--- src/rtl/snn_sched_pkg.sv ---
// Shared types and helpers for the spike event scheduler: FSM encoding,
// default drain length and the lowest-set-bit clearing mask.
package snn_sched_pkg;

  typedef enum logic [1:0] {
    ST_IDLE  = 2'd0,
    ST_ISSUE = 2'd1,
    ST_DRAIN = 2'd2,
    ST_DONE  = 2'd3
  } sched_state_e;

  localparam int SCHED_DRAIN_CYC = 2;
  localparam int SCHED_MAX_N     = 64;

  // All-ones except the lowest set bit of v; AND with v to retire that bit.
  function automatic logic [SCHED_MAX_N-1:0] lsb_clear_mask(input logic [SCHED_MAX_N-1:0] v);
    return ~(v & (~v + SCHED_MAX_N'(1)));
  endfunction

endpackage

--- src/rtl/lsb_first_encoder.sv ---
// Combinational lowest-set-bit encoder: index of the lowest set bit of vec_i
// plus a flag that exactly one bit is set.
module lsb_first_encoder #(
  parameter int N_IN   = 8,
  parameter int ADDR_W = 3
) (
  input  logic [N_IN-1:0]   vec_i,
  output logic [ADDR_W-1:0] idx_o,
  output logic              single_o
);

  always_comb begin
    idx_o = '0;
    for (int i = N_IN - 1; i >= 0; i--) begin
      if (vec_i[i]) idx_o = ADDR_W'(i);
    end
  end

  assign single_o = (vec_i != '0) && ((vec_i & (vec_i - N_IN'(1))) == '0);

endmodule

--- src/rtl/spike_event_scheduler.sv ---
// Serialises a captured spike vector into LSB-first weight-read events, drains the
// ROM/membrane pipeline, then pulses step_done. Optional SPIKE_SCHED_OVERRUN_EN adds drop tracking.
module spike_event_scheduler
  import snn_sched_pkg::*;
#(
  parameter int N_IN      = 8,
  parameter int ADDR_W    = 3,
  parameter int DRAIN_CYC = SCHED_DRAIN_CYC,
  parameter int CNT_W     = 8
) (
  input  logic              clk,
  input  logic              resetn,
  input  logic              step_start,
  input  logic [N_IN-1:0]   spike_vec,
  output logic              busy,
  output logic              evt_valid,
  output logic [ADDR_W-1:0] evt_addr,
  output logic              step_done,
  output logic              overrun,
  output logic [CNT_W-1:0]  drop_cnt
);

  localparam int DW = (DRAIN_CYC > 1) ? $clog2(DRAIN_CYC) : 1;
  localparam logic [DW-1:0] DRAIN_INIT = DW'(DRAIN_CYC - 1);

  sched_state_e      state_q;
  logic [N_IN-1:0]   pending_q;
  logic [DW-1:0]     drain_q;
  logic [ADDR_W-1:0] lsb_idx;
  logic              lsb_single;
  logic [N_IN-1:0]   pending_clr;

  lsb_first_encoder #(
    .N_IN  (N_IN),
    .ADDR_W(ADDR_W)
  ) u_enc (
    .vec_i   (pending_q),
    .idx_o   (lsb_idx),
    .single_o(lsb_single)
  );

  assign pending_clr = pending_q & N_IN'(lsb_clear_mask(SCHED_MAX_N'(pending_q)));

  // resetn is active-high despite its name.
  always_ff @(posedge clk) begin
    if (resetn) begin
      state_q   <= ST_IDLE;
      pending_q <= '0;
      drain_q   <= '0;
    end else begin
      case (state_q)
        ST_IDLE: begin
          if (step_start) begin
            pending_q <= spike_vec;
            drain_q   <= DRAIN_INIT;
            state_q   <= (spike_vec != '0) ? ST_ISSUE : ST_DRAIN;
          end
        end
        ST_ISSUE: begin
          pending_q <= pending_clr;
          if (lsb_single) begin
            drain_q <= DRAIN_INIT;
            state_q <= ST_DRAIN;
          end
        end
        ST_DRAIN: begin
          if (drain_q == '0) state_q <= ST_DONE;
          else               drain_q <= drain_q - DW'(1);
        end
        ST_DONE: state_q <= ST_IDLE;
        default: state_q <= ST_IDLE;
      endcase
    end
  end

  assign busy      = (state_q != ST_IDLE);
  assign evt_valid = (state_q == ST_ISSUE);
  assign evt_addr  = evt_valid ? lsb_idx : '0;
  assign step_done = (state_q == ST_DONE);

`ifdef SPIKE_SCHED_OVERRUN_EN
  logic             overrun_q;
  logic [CNT_W-1:0] drop_q;

  always_ff @(posedge clk) begin
    if (resetn) begin
      overrun_q <= 1'b0;
      drop_q    <= '0;
    end else if (step_start && busy) begin
      overrun_q <= 1'b1;
      if (drop_q != '1) drop_q <= drop_q + CNT_W'(1);
    end
  end

  assign overrun  = overrun_q;
  assign drop_cnt = drop_q;
`else
  assign overrun  = 1'b0;
  assign drop_cnt = '0;
`endif

endmodule

--- config.mk ---
export PLATFORM = sky130hd
export DESIGN_NAME = spike_event_scheduler
export DESIGN_NICKNAME = d
export VERILOG_FILES = /design/src/rtl/snn_sched_pkg.sv /design/src/rtl/lsb_first_encoder.sv /design/src/rtl/spike_event_scheduler.sv
export SDC_FILE = /design/constraint.sdc
export NUM_CORES = 1
export LEC_CHECK = 0
export BUFFER_PORTS_ARGS = -buffer_cell sky130_fd_sc_hd__buf_2
export CORE_UTILIZATION = 50
export DETAILED_ROUTE_END_ITERATION = 8
export HOLD_SLACK_MARGIN = 0.06
export MAX_ROUTING_LAYER = met4
export PLACE_DENSITY = 0.76
export RECOVER_POWER = 25
export REMOVE_ABC_BUFFERS = 1
export SKIP_CTS_REPAIR_TIMING = 1
export SLEW_MARGIN = 15
export SYNTH_ARGS = -nofsm -noshare
export SYNTH_HDL_FRONTEND = slang
export SYNTH_SLANG_ARGS = --single-unit
--- constraint.sdc ---
create_clock -name clk -period 2.9 [get_ports clk]
set_clock_uncertainty 0.2 [all_clocks]
set_input_delay 0.29 -clock clk [delete_from_list [all_inputs] [get_ports clk]]
set_output_delay 0.29 -clock clk [all_outputs]
set_load 0.01 [all_outputs]
==> metrics.md <==
| Metric | Value |
|---|---|
| Switching share of power | 47.8% |
| Pwr/cell area | about 940 mW/mm^2 |
| Slew Limit Fails | 0 |
| H-tree depth | 1 |
| Grt ovf | 0 |
| Post-synth EDFFs | 0 |
| Clock latency on the worst-skew pair | 0.27 ns |
| Post-synth top cells | nor2_1, a21oi_1, dfxtp_1 |
| Wire length per cell | approximately 13 um |
| Worst hold path cell count | 3 |
| Clock Power Share | 11.6% |
| Slowest CP cell | ha_1 |
| Vias per Instance | between 5 and 6 |
| CTS max path bufs | 2 |
| Int Power | about 0.47 mW |
| Clock slew at the register clock pins of the worst setup and hold paths | 0.07 ns |
| Synth Register Bits | 11 |
| Outcome | finished clean |
| Ys async rst share | 0% |
| Minimum clock period | around 2.2 ns |
| HPWL after DPL | 1450 um |
| CTS sink cnt | 11 |
| Worst Hold Endpoint | pending_q[5] |
| Sequential share of power | 29.0% |
| CP startpoint kind | register |
| Nets | between 100 and 150 |
| Yosys cell types | 30 |
| Antenna violations before repair | 0 |
| Critical Path RT | 2.41 ns |
| Yosys top cell by area | dfxtp_1 |
| DR iter-0 viols | 45 |
| Slowest stage delay, CP | 0.39 ns |
| Hold Crit Class | input port to register |
| Min-delay src | spike_vec[5] |
| RD Place Congestion | 0.839 |
| Ant. Diodes | 0 |
| Post-route ant nets | 0 |
| Worst Setup End Kind | primary output |
| Mapped cell area | 891 sq um |
| DRC viols | 0 |
| Final period util | 76.6% |
| Starting density of the core | 56.5% |
| Root Driver | clkbuf_4 |
| Total GRT Usage | 22.9% |
| Largest net degree at the start of global routing | 14 |
| Psw | 0.430 mW |
| Ys flop type | dfxtp_1 |
| Die width | between 40 and 50 um |
| Crit path top cell by count | inv_1 |
| R2r endpoint | state_q[0] |
| CTS tree | built |
| Cts bufs inserted | 3 |
| Critical path type | register to primary output |
| I/O Buffers | 16 |
| Flop-to-flop setup slack | 0.76 ns |
| Synthesis-to-finish area growth | 7.58% |
| Seq/Total Area, Yosys | 24.7% |
| Area contributors post-synth | dfxtp_1, a21oi_1, buf_4 |
| Combinational power share | between 50% and 60% |
| Peak VDD IR | around 0.47 mV |
| Via total after detailed routing | slightly below 900 |
| Dpl cells | roughly 140 |
| Reg2reg path depth | 5 |
| FILL cells | 142 |
| Most numerous cell in the Yosys netlist | nor2_1 |
| Die Footprint | 0.00195 sq mm |
| Final Hold Viols | 0 |
| Layout cells sized above 1 | 19.7% |
| Vias in the first global route | 767 |
| Synthesized area per cell | 7.68 sq um |
| Final WL | approximately 1900 um |
| # rows | 14 |
| Setup_tns | 0 ns |
| Die height | 44.2 um |
| WP data arrival | 1.73 ns |
| Fmax achieved | ~450 MHz |
| Synth top area share | 24.7% |
| Reg-to-Reg Start | pending_q[0] |
| Crit Path Max Fanout | 10 |
| Final setup vio count | 0 |
| Lkg Pwr | 0.426 nW |
| First-pass GRT wire length | 3240 um |
| Post-layout util | 60.8% |
| RSZ-0062 raised after global routing | false |
| Cell count after synthesis | around 120 |
| CORE AREA | 0.00158 sq mm |
| I/O pins | 26 |
| Max-cap violation count | 0 |
| Syn. warnings | 0 |
| Finished Layout Cells | 148 |
| CP Cell Sequence | inv_1 > ha_1 > inv_1 > nor3_1 > buf_2 |
| Detailed Routing Iterations Pass 1 | 7 |
## power by group through the flow
| stage | combinational [mW] | clock, mW | sequential, mW |
|---|---|---|---|
| 4_1_cts | 0.541 | 0.108 | 0.259 |
| 3_3_place_gp | 0.533 | 0 | 0.257 |
| 6_report | 0.535 | 0.104 | 0.261 |
| 2_1_floorplan | 0.423 | 0 | 0.243 |
| 3_5_place_dp | 0.539 | 0 | 0.263 |
| 5_1_grt | 0.601 | 0.118 | 0.271 |
## metal layers
metal	up-vias	routed length, um	GRT usage (%)
met4	0	19	10.3
met1	385	858	31.7
met5	-	0	-
li1	430	-	-
met2	46	846	31.8
met3	4	135	4.90
## logic make-up (layout without fill, tap and decap cells)
kind of cell	count (synthesis)	count (layout)	share of synthesized area (%)
multiplexers	3	3	3.65
adder cells (fa/ha/maj)	5	5	7.02
buffers and inverters	21	29	13.5
AND/OR/NAND/NOR	41	41	23.9
AO/OA/AOI/OAI	34	34	26.8
flip-flops	11	11	24.7
other	1	9	0.421
## worst max-delay path, delay by kind of cell, from the launching register on
| family | cells | cell delay (ns) |
|---|---|---|
| fa+ha+maj | 1 | 0.39 |
| buf+inv | 3 | 0.51 |
| flops | 1 | 0.33 |
| simple gates | 1 | 0.24 |
## cell type report
class                      instances  area (sq um)  area share (%)
inverter                           8          30.0            3.13
timing repair buffer              17          80.1            8.36
tap                               16          20.0            2.09
clock buffer                       3          22.5            2.35
clock inverter                     1          5.00           0.522
multi-input combinational         92           581            60.6
sequential                        11           220            23.0
## state kept, by name, indices dropped and copies added, names as in the netlist
register / cells
pending_q: 8
state_q: 2
drain_q: 1
## worst max-delay path by stage
| stage | start | end | cells after the start |
|---|---|---|---|
| final | state_q[1] | evt_addr[2] | 5 |
| after detailed placement | pending_q[0] | state_q[0] | 5 |
| after global placement | pending_q[0] | state_q[1] | 5 |
| after CTS | state_q[1] | evt_addr[2] | 5 |
| after floorplan | pending_q[0] | state_q[0] | 5 |
| after global routing | state_q[1] | evt_addr[2] | 5 |
## through the flow
stage / cell area [sq um] / setup slack [ns] / hold WS (ns) / power, mW
3_3_place_gp: 938 / 0.849 / 0.339 / 0.790
4_1_cts: 966 / 0.685 / 0.0599 / 0.908
6_report: 958 / 0.679 / 0.0699 / 0.900
2_1_floorplan: 831 / 0.905 / 0.155 / 0.666
5_1_grt: 958 / 0.571 / 0.0693 / 0.990
3_5_place_dp: 938 / 0.769 / 0.350 / 0.802
## placed cells by master (no fill, tap or decap), types with 4 or more instances in the layout
cell / count
nor2_1: 17
buf_2: 13
ha_1: 5
conb_1: 9
nor3b_1: 4
inv_1: 8
nand2_1: 5
clkbuf_1: 4
o21ai_0: 5
dfxtp_1: 11
a21oi_1: 15
nor3_1: 7
(Power assumes the default switching activity.)
